$ cat src/rtl/tot_pkg.sv
// rtl/tot_pkg.sv - shared constants, FSM encoding and hit word layout for the TOT hit assembler
//
// Purpose:
//   Common definitions imported by tot_hit_assembler and its output buffer.
//   - FINE_W       : width of the fine encoder bin code (32 bins per coarse period)
//   - FLAGS_W      : width of the hit flag field
//   - FLAG_*       : bit positions inside the flag field
//   - ST_*         : pairing FSM state encoding
//   - hit word     : {toa, tot, flags}, toa in the MSBs, flags in the LSBs
package tot_pkg;

  localparam int FINE_W  = 5;
  localparam int FLAGS_W = 3;

  // Flag field bit positions
  localparam int FLAG_LE_ERR  = 0;
  localparam int FLAG_TE_ERR  = 1;
  localparam int FLAG_TIMEOUT = 2;

  // Pairing FSM states
  localparam logic [1:0] ST_IDLE    = 2'd0;
  localparam logic [1:0] ST_WAIT_TE = 2'd1;
  localparam logic [1:0] ST_PUSH    = 2'd2;

  // Timestamp width for a given coarse counter width: {coarse, fine}
  function automatic int ts_width(input int coarse_w);
    return coarse_w + FINE_W;
  endfunction

  // Hit word width for a given timestamp width: {toa, tot, flags}
  function automatic int hit_word_width(input int ts_w);
    return 2 * ts_w + FLAGS_W;
  endfunction

  // LSB position of the tot field inside the hit word
  function automatic int tot_lsb();
    return FLAGS_W;
  endfunction

  // LSB position of the toa field inside the hit word
  function automatic int toa_lsb(input int ts_w);
    return FLAGS_W + ts_w;
  endfunction

endpackage

$ cat src/rtl/tot_hit_fifo2.sv
// rtl/tot_hit_fifo2.sv - two-entry synchronous FIFO with asynchronous active-low reset
//
// Purpose:
//   Small output buffer for assembled hit words. The head entry is presented
//   on rdata continuously; it only changes on a pop, so a stalled consumer
//   sees a stable word.
//
// Ports:
//   clk    in   system clock
//   rst_n  in   asynchronous active-low reset, clears pointers and storage
//   push   in   write wdata this cycle (ignored when full and not popping)
//   wdata  in   [W-1:0] word to write
//   pop    in   remove the head entry this cycle (ignored when empty)
//   rdata  out  [W-1:0] head entry
//   full   out  both entries occupied
//   empty  out  no entry occupied
module tot_hit_fifo2 #(
  parameter int W = 8
) (
  input  logic         clk,
  input  logic         rst_n,
  input  logic         push,
  input  logic [W-1:0] wdata,
  input  logic         pop,
  output logic [W-1:0] rdata,
  output logic         full,
  output logic         empty
);

  logic [W-1:0] mem0;
  logic [W-1:0] mem1;
  logic         wr_ptr;
  logic         rd_ptr;
  logic [1:0]   count;
  logic [1:0]   count_next;
  logic         do_push;
  logic         do_pop;

  assign full  = (count == 2'd2);
  assign empty = (count == 2'd0);

  assign do_pop  = pop && !empty;
  // A pop in the same cycle frees the head slot, so a push into a full
  // buffer is still accepted; it lands in the slot being vacated.
  assign do_push = push && (!full || do_pop);

  assign rdata = rd_ptr ? mem1 : mem0;

  always_comb begin
    count_next = count;
    case ({do_push, do_pop})
      2'b10:   count_next = count + 2'd1;
      2'b01:   count_next = count - 2'd1;
      default: count_next = count;
    endcase
  end

  always_ff @(posedge clk or negedge rst_n) begin
    if (!rst_n) begin
      mem0   <= '0;
      mem1   <= '0;
      wr_ptr <= 1'b0;
      rd_ptr <= 1'b0;
      count  <= 2'd0;
    end else begin
      if (do_push) begin
        if (wr_ptr) begin
          mem1 <= wdata;
        end else begin
          mem0 <= wdata;
        end
        wr_ptr <= ~wr_ptr;
      end
      if (do_pop) begin
        rd_ptr <= ~rd_ptr;
      end
      count <= count_next;
    end
  end

endmodule

$ cat src/rtl/tot_hit_assembler.sv
// rtl/tot_hit_assembler.sv - pairs LE/TE fine codes into hit words with toa, tot and flags
//
// Purpose:
//   Sits after the TOT fine encoder. Each edge event is timestamped as
//   {coarse, fine}. A leading edge opens a hit, the following trailing edge
//   closes it (tot = ts_te - ts_le modulo 2^TS_W), or a timer closes it with
//   tot = 0 and the timeout flag. Completed words go into a 2-entry buffer
//   whose head drives the hit_* outputs under valid/ready handshaking.
//
// Ports:
//   clk         in   system clock
//   rst_n       in   asynchronous active-low reset
//   fine_valid  in   fine code present this cycle
//   fine_edge   in   0 = leading edge, 1 = trailing edge
//   fine_code   in   [4:0] fine bin code
//   fine_error  in   fine encoder error, the event's fine field is forced to 0
//   coarse      in   [COARSE_W-1:0] coarse count sampled with the edge
//   hit_valid   out  hit word available
//   hit_ready   in   consumer accepts the head word
//   hit_toa     out  [TS_W-1:0] LE timestamp
//   hit_tot     out  [TS_W-1:0] TE minus LE timestamp, modulo 2^TS_W
//   hit_flags   out  [2:0] {timeout, TE error, LE error}
//   drop_cnt    out  [OVF_W-1:0] saturating count of discarded events/words
//   busy        out  pairing FSM not idle
module tot_hit_assembler
  import tot_pkg::*;
#(
  parameter  int COARSE_W = 10,
  parameter  int TIMEOUT  = 64,
  parameter  int OVF_W    = 8,
  localparam int TS_W     = COARSE_W + FINE_W
) (
  input  logic                clk,
  input  logic                rst_n,
  input  logic                fine_valid,
  input  logic                fine_edge,
  input  logic [FINE_W-1:0]   fine_code,
  input  logic                fine_error,
  input  logic [COARSE_W-1:0] coarse,
  output logic                hit_valid,
  input  logic                hit_ready,
  output logic [TS_W-1:0]     hit_toa,
  output logic [TS_W-1:0]     hit_tot,
  output logic [FLAGS_W-1:0]  hit_flags,
  output logic [OVF_W-1:0]    drop_cnt,
  output logic                busy
);

  localparam int HIT_W   = hit_word_width(ts_width(COARSE_W));
  localparam int TOT_LSB = tot_lsb();
  localparam int TOA_LSB = toa_lsb(TS_W);
  // Timer only needs to count up to TIMEOUT-1
  localparam int TMR_W   = $clog2(TIMEOUT + 1);
  localparam logic [TMR_W-1:0] TMR_LAST = TMR_W'(TIMEOUT - 1);

  logic [1:0]         state;
  logic [TS_W-1:0]    ts_le;
  logic               err_le;
  logic [TMR_W-1:0]   timer;
  logic [TS_W-1:0]    pend_tot;
  logic [FLAGS_W-1:0] pend_flags;

  logic [FINE_W-1:0]  ev_fine;
  logic [TS_W-1:0]    ev_ts;
  logic               ev_le;
  logic               ev_te;

  logic               fifo_push;
  logic               fifo_pop;
  logic               fifo_full;
  logic               fifo_empty;
  logic               push_accept;
  logic [HIT_W-1:0]   fifo_wdata;
  logic [HIT_W-1:0]   fifo_rdata;

  logic               ev_drop;
  logic               word_drop;
  logic [1:0]         drop_inc;
  logic [OVF_W:0]     drop_sum;
  logic [OVF_W-1:0]   drop_next;

  // ---------------------------------------------------------------------------
  // Event timestamping
  // ---------------------------------------------------------------------------
  always_comb begin
    ev_fine = fine_code;
    if (fine_error) begin
      ev_fine = '0;
    end
  end

  assign ev_ts = {coarse, ev_fine};
  assign ev_le = fine_valid && !fine_edge;
  assign ev_te = fine_valid && fine_edge;

  // ---------------------------------------------------------------------------
  // Pairing FSM
  // ---------------------------------------------------------------------------
  always_ff @(posedge clk or negedge rst_n) begin
    if (!rst_n) begin
      state      <= ST_IDLE;
      ts_le      <= '0;
      err_le     <= 1'b0;
      timer      <= '0;
      pend_tot   <= '0;
      pend_flags <= '0;
    end else begin
      case (state)
        ST_IDLE: begin
          // A TE here is an orphan; it is only counted by the drop logic.
          if (ev_le) begin
            ts_le  <= ev_ts;
            err_le <= fine_error;
            timer  <= '0;
            state  <= ST_WAIT_TE;
          end
        end

        ST_WAIT_TE: begin
          // The TE is checked before the timer so a TE on the expiry cycle
          // closes the hit normally.
          if (ev_te) begin
            pend_tot                <= ev_ts - ts_le;
            pend_flags              <= '0;
            pend_flags[FLAG_LE_ERR] <= err_le;
            pend_flags[FLAG_TE_ERR] <= fine_error;
            state                   <= ST_PUSH;
          end else if (ev_le) begin
            ts_le  <= ev_ts;
            err_le <= fine_error;
            timer  <= '0;
          end else if (timer == TMR_LAST) begin
            pend_tot                 <= '0;
            pend_flags               <= '0;
            pend_flags[FLAG_LE_ERR]  <= err_le;
            pend_flags[FLAG_TIMEOUT] <= 1'b1;
            state                    <= ST_PUSH;
          end else begin
            timer <= timer + 1'b1;
          end
        end

        ST_PUSH: begin
          // Single cycle: the word is either buffered or dropped, never held.
          state <= ST_IDLE;
        end

        default: begin
          state <= ST_IDLE;
        end
      endcase
    end
  end

  assign busy = (state != ST_IDLE);

  // ---------------------------------------------------------------------------
  // Output buffer
  // ---------------------------------------------------------------------------
  assign fifo_pop    = hit_valid && hit_ready;
  assign push_accept = !fifo_full || fifo_pop;
  assign fifo_push   = (state == ST_PUSH) && push_accept;
  assign fifo_wdata  = {ts_le, pend_tot, pend_flags};

  tot_hit_fifo2 #(
    .W (HIT_W)
  ) u_fifo (
    .clk   (clk),
    .rst_n (rst_n),
    .push  (fifo_push),
    .wdata (fifo_wdata),
    .pop   (fifo_pop),
    .rdata (fifo_rdata),
    .full  (fifo_full),
    .empty (fifo_empty)
  );

  assign hit_valid = !fifo_empty;
  assign hit_toa   = fifo_rdata[TOA_LSB +: TS_W];
  assign hit_tot   = fifo_rdata[TOT_LSB +: TS_W];
  assign hit_flags = fifo_rdata[0 +: FLAGS_W];

  // ---------------------------------------------------------------------------
  // Drop accounting
  // ---------------------------------------------------------------------------
  // An event seen during PUSH and a word rejected by a full buffer can occur
  // in the same cycle, so the increment can be 2.
  always_comb begin
    ev_drop   = 1'b0;
    word_drop = 1'b0;
    if (fine_valid) begin
      case (state)
        ST_IDLE:    ev_drop = fine_edge;
        ST_WAIT_TE: ev_drop = !fine_edge;
        ST_PUSH:    ev_drop = 1'b1;
        default:    ev_drop = 1'b0;
      endcase
    end
    if ((state == ST_PUSH) && !push_accept) begin
      word_drop = 1'b1;
    end
  end

  assign drop_inc = {1'b0, ev_drop} + {1'b0, word_drop};
  assign drop_sum = {1'b0, drop_cnt} + (OVF_W + 1)'(drop_inc);

  // The carry bit means the sum passed the all-ones maximum.
  always_comb begin
    drop_next = drop_sum[OVF_W-1:0];
    if (drop_sum[OVF_W]) begin
      drop_next = '1;
    end
  end

  always_ff @(posedge clk or negedge rst_n) begin
    if (!rst_n) begin
      drop_cnt <= '0;
    end else begin
      drop_cnt <= drop_next;
    end
  end

endmodule

$ cat config.mk
export PLATFORM = sky130hd
export DESIGN_NAME = tot_hit_assembler
export DESIGN_NICKNAME = d
export VERILOG_FILES = /design/src/rtl/tot_pkg.sv /design/src/rtl/tot_hit_fifo2.sv /design/src/rtl/tot_hit_assembler.sv
export SDC_FILE = /design/constraint.sdc
export NUM_CORES = 1
export LEC_CHECK = 0
export ABC_AREA = 1
export CAP_MARGIN = 10
export CORE_MARGIN = 4
export CORE_UTILIZATION = 25
export DETAILED_ROUTE_END_ITERATION = 12
export HOLD_SLACK_MARGIN = 0.02
export PLACE_DENSITY = 0.44
export SLEW_MARGIN = 25
export SYNTH_ARGS = -nofsm -noshare
export SYNTH_HDL_FRONTEND = slang
export SYNTH_SLANG_ARGS = --single-unit
$ cat constraint.sdc
create_clock -name clk -period 2.76 [get_ports clk]
set_input_delay 0.552 -clock clk [delete_from_list [all_inputs] [get_ports clk]]
set_output_delay 0.552 -clock clk [all_outputs]
set_load 0.02 [all_outputs]
# Word level (Yosys, flattened, before mapping)
# Cells that the tools add are included.
# classes
n_addsub,6
eq_ne,12
muxes,29
bitwise_logic,2
n_reduce_logical,25
# op_table
cell,count
15-bit two-way mux,5
33-bit two-way mux,1
15-bit case mux with 2 select lines,1
7-bit two-way mux,4
15-bit subtractor,1
7-bit case mux with 2 select lines,1
8-bit by 2-bit adder with 9-bit output,1
3-bit two-way mux,3
"3-bit inequality test, second input constant",3
2-bit two-way mux,4
8-bit two-way mux,1
2-bit case mux with 2 select lines,2
2-bit nonzero test,4
"7-bit by 1-bit adder with 7-bit output, second input constant",1
"7-bit by 6-bit equality test with 1-bit output, second input constant",1
1-bit logical AND,7
"2-bit equality test, second input constant",3
2-bit AND reduction,3
3-bit AND reduction,2
5-bit two-way mux,1
"2-bit by 1-bit equality test with 1-bit output, second input constant",2
1-bit logical NOT,4
2-bit logical NOT,2
1-bit two-way mux,4
10 further kinds,13
# word_totals
register_bits,121
in_bits,21
output_inout_bits,43
word_cells,86

# Depth between registers and ports, before layout
# depth
ltp_word,10
ltp_mapped,13
depth_no_buf,13

# Cells and area by module
# Synthesis repeated with hierarchy kept, for this count alone.
# unflattened
cells_unflattened,813
hier_area_um2,6392.4
# by_module_without_submodules
mod,n_inst,cells_each,area_per_inst_um2,seq_area_each_um2
tot_hit_fifo2,1,385,3269.4,1751.7
tot_hit_assembler,1,428,3123.0,1276.2

# Worst setup path after synthesis
# OpenSTA, ideal clock, no wires.
# synth_timing
kind,input -> register
startpoint,in fine_edge
endpoint,reg drop_cnt[5]
setup_ps,83
t_arrival_ps,2083
t_required_ps,2677
path_slack_ps,595
cell_stages,9
n_path_buf,0
path_cell_list,o21ai_0 > nand3_1 > fa_1 > inv_1 > ha_1 > nand2_1 > nor4_1 > nand2_1 > o21ai_0
# synth_via
elab_chain_cells,6
# synth_lines
item,line_no,rtl
start: declaration,tot_hit_assembler.sv:36,"input logic fine_edge,"
1-bit logical NOT,tot_hit_assembler.sv:194,ST_WAIT_TE: ev_drop = !fine_edge;
1-bit case mux with 3 select lines (*),tot_hit_assembler.sv:192,case (state)
1-bit two-way mux (*),tot_hit_assembler.sv:191,if (fine_valid) begin
1-bit by 1-bit adder with 2-bit output (*),tot_hit_assembler.sv:204,"assign drop_inc = {1'b0, ev_drop} + {1'b0, word_drop};"
8-bit by 2-bit adder with 9-bit output (*),tot_hit_assembler.sv:205,"assign drop_sum = {1'b0, drop_cnt} + (OVF_W + 1)'(drop_inc);"
8-bit two-way mux (*),tot_hit_assembler.sv:210,if (drop_sum[OVF_W]) begin
named net drop_next[5],tot_hit_assembler.sv:80,logic [OVF_W-1:0] drop_next;
end signal: assignment,tot_hit_assembler.sv:219,drop_cnt <= drop_next;
end: declaration,tot_hit_assembler.sv:45,"output logic [OVF_W-1:0] drop_cnt,"
# The timed path passes the listed nets; every way through them passes the cells marked *.
# A chain may end at the register's enable or synchronous reset.

# Worst setup path in the final report
# layout_timing
startpoint,reg u_fifo.rd_ptr
endpoint,out hit_toa[1]
# layout_via
elab_chain_cells,1
# layout_lines
item,line_no,rtl
start: declaration,tot_hit_fifo2.sv:33,logic rd_ptr;
start signal: assignment,tot_hit_fifo2.sv:75,rd_ptr <= ~rd_ptr;
33-bit two-way mux,tot_hit_fifo2.sv:47,assign rdata = rd_ptr ? mem1 : mem0;
end: declaration,tot_hit_assembler.sv:42,"output logic [TS_W-1:0] hit_toa,"
# Every way passes these cells.

==> key figures <==
Yosys
  – Cell taking the most area after synthesis: dfrtp_1
  – Most common cell in the synthesized netlist: nand2_1
  – Main synth FF type: dfrtp_1
  – Ranking of synthesized cells by area: dfrtp_1, nand2_1, o21ai_0
  – Post-synth EDFFs: 0
  – Netlist Area Pre-Place: 6190 sq um
  – Seq/Total Area, Yosys: 48.9%
  – Syn Area/Cell: 8.18 sq um
  – Yosys reg bits: 121
  – Count of cell types in the netlist: 33
  – Syn Nets: 797
  – Post-Synthesis Cells: 757
  – Area share of the largest cell type after synthesis: 48.9%
  – Commonest cells in the netlist: nand2_1, inv_1, dfrtp_1
  – Fraction of registers with async set/reset: 100%
  – Number of synthesis warnings: 0

GRT
  – Layer carrying the most global-route usage: met2
  – Initial antenna violation count: 0
  – Met2 usage: 18.4%
  – Global-route wire length before repair: 24.6 mm
  – Met3 usage: 3.05%
  – Total global-route track usage: 11.4%
  – GRT overflow: 0
  – Vias in the first global route: 4,830
  – Largest net degree at the start of global routing: 67
  – Met1 Resource Use GR: 15.0%

Route
  – DRT Pass-1 Iters: 4
  – Drt initial violations: 257
  – Total vias in the final route: 4,851
  – Residual DRC: 0
  – Via density: 4.16
  – Final ANT Viol Nets: 0
  – WL per Instance: 12.4 um
  – Post-Route WL: 14.5 mm

Floorplan
  – IO Count: 64
  – Die height: 165 um
  – Die Span X: 165 um
  – Num rows: 57
  – Die ar.: 27,400 sq um
  – Core area: 24,300 sq um
  – Initial cell density of the core: 25.5%

Final layout
  – Inserted Diodes: 0
  – Area growth syn-to-layout: 27.2%
  – Final nets: 870
  – Fraction of layout instances using a drive strength above 1: 10.2%
  – Core Util, Final: 32.4%
  – Fillers: 2,537

Timing
  – Setup-violating endpoint count in the final report: 0
  – Period minus WS final: 2.64 ns
  – Fmax: 379 MHz
  – Hold WS: 0.109 ns
  – RSZ-0062 raised after global routing: false
  – Hold Vio Cnt, Final: 0
  – Final Skew: 0.0124 ns
  – Worst-Margin Slew: 0.484 ns
  – Post-route clock period utilization: 95.5%
  – Worst relative slew slack: 67.7%
  – Final number of max-transition violations: 0
  – Final worst slack: 0.123 ns

Setup path
  – Internal reg-to-reg setup slack: 0.56 ns
  – Critical path class: reg2out
  – CP arrival: 2.08 ns
  – Setup crit start kind: flip-flop
  – R2R Path End: drop_cnt[2]
  – Worst Setup SP: u_fifo.rd_ptr
  – Required time of the critical path: 2.21 ns
  – Setup crit end kind: output port
  – Reg2Reg Depth: 10
  – Worst setup path end: hit_toa[1]
  – Crit-path max FO: 26
  – Worst r2r src: state[0]

Placed design
  – Hpwl dp: 10.7 mm
  – Routability cong.: 0.799
  – I/O Buffers: 63
  – Worst slack, placed: -0.140 ns

Clocking
  – Worst-Skew Late Latency: 0.42 ns
  – Total CTS buffers: 17
  – CTS Sinks: 121
  – CTS max path bufs: 2
  – CTS tree: built
  – # hold bufs at CTS: 0
  – # H-tree levels: 4
  – CTS clk-pin slew, worst paths: 0.05 ns
  – Clock root cell: clkbuf_16
  – Post CTS Setup Buffer Count: 0

Power
  – Psw: 2.90 mW
  – Pwr per Cell Area: 1050 nW/um^2
  – Peak VDD IR: 0.378 mV
  – Power Total: 8.25 mW
  – Reg power frac: 35.4%
  – Clock Power Share: 27.2%
  – Internal cell power: 5.35 mW
  – Leak Pwr: 3.76 nW
  – Comb pwr share: 37.5%
  – Sw Ratio: 35.1%

Run
  – MaxCap Viol Count: 0

Run status
  – Status: finished clean

Worst hold path
  – Hold WC Path Type: in2async
==> cells in the final DEF, fill, tap and decap left out, drive strengths merged, types with 9 or more instances in the layout <==
cell type and n:
a21oi 18, o21ai 95, nand4 9, dfrtp 121
nor2 37, nand3 46, ha 17, clkbuf 25
mux2 20, inv 125, o21a 13, buf 16
nand2 212, clkdlybuf4s50 59
==> critical path: stages, from the launching register on <==
cell,delay [ns]
dfrtp_4,0.60
buf_6,0.21
o21ai_0,0.20
clkdlybuf4s50_1,0.64
==> layout make-up <==
cell class	count	area, sq um	area share, %
clock inverters	7	87.6	1.11
repair buffers	78	802	10.2
flip-flops and latches	121	3030	38.5
clock buffers	25	515	6.54
multi-input cells	487	2570	32.6
well taps	324	405	5.14
inverters	125	469	5.95
==> through the flow <==
step	cell area (sq um)	instances	TNS, ns
2_1_floorplan	6190	757	0
3_3_place_gp	7260	1135	-0.476
3_5_place_dp	7260	1135	-0.848
4_1_cts	7860	1167	0
5_1_grt	7880	1167	0
6_report	7880	1167	0
==> how the worst min path moves through the flow <==
| stage | from | to | slack, ns | cells after the start |
|---|---|---|---|---|
| global placement | err_le | pend_flags[0] | 0.46 | 2 |
| floorplan | rst_n | drop_cnt[0] | 0.26 | 0 |
| global route | rst_n | err_le | 0.13 | 1 |
| finish | rst_n | err_le | 0.11 | 1 |
| detailed placement | err_le | pend_flags[0] | 0.46 | 2 |
| CTS | rst_n | timer[3] | 0.12 | 1 |
==> registers in the layout, indices dropped and copies added, names as in the netlist, 3 cells and up <==
name and count:
pend_flags 3, u_fifo.mem1 33, timer 7, drop_cnt 8, pend_tot 15, u_fifo.mem0 33, ts_le 15
==> cells by family (layout without fill, tap and decap cells) <==
logic type	count (synthesis)	count (layout)	share of synthesized area (%)
compound gates	128	128	11.0
xor+xnor	5	5	0.707
fa+ha+maj	19	19	4.08
buf+inv	149	235	9.90
flops	121	121	48.9
mux	20	20	3.82
simple gates	315	315	21.6
==> per-layer routing <==
layer | routed length [um] | vias to the layer above
met5 | 0 | -
met4 | 208 | 0
met3 | 581 | 15
met2 | 6740 | 64
met1 | 7000 | 2230
li1 | - | 2542
==> power groups by stage <==
stage / logic, mW / clock network (mW) / registers (mW)
6_report: 3.09 / 2.24 / 2.92
4_1_cts: 3.17 / 2.30 / 2.93
3_3_place_gp: 3.14 / 0 / 2.94
5_1_grt: 3.49 / 2.38 / 3.02
2_1_floorplan: 1.91 / 0 / 2.82
3_5_place_dp: 3.16 / 0 / 2.95
==> timing repair <==
item                       4_1_cts  5_1_grt
resized for setup                1        5
cloned                           0        0
setup endpoints to repair        5       12
Note: power is estimated with default switching activity, not from simulation.
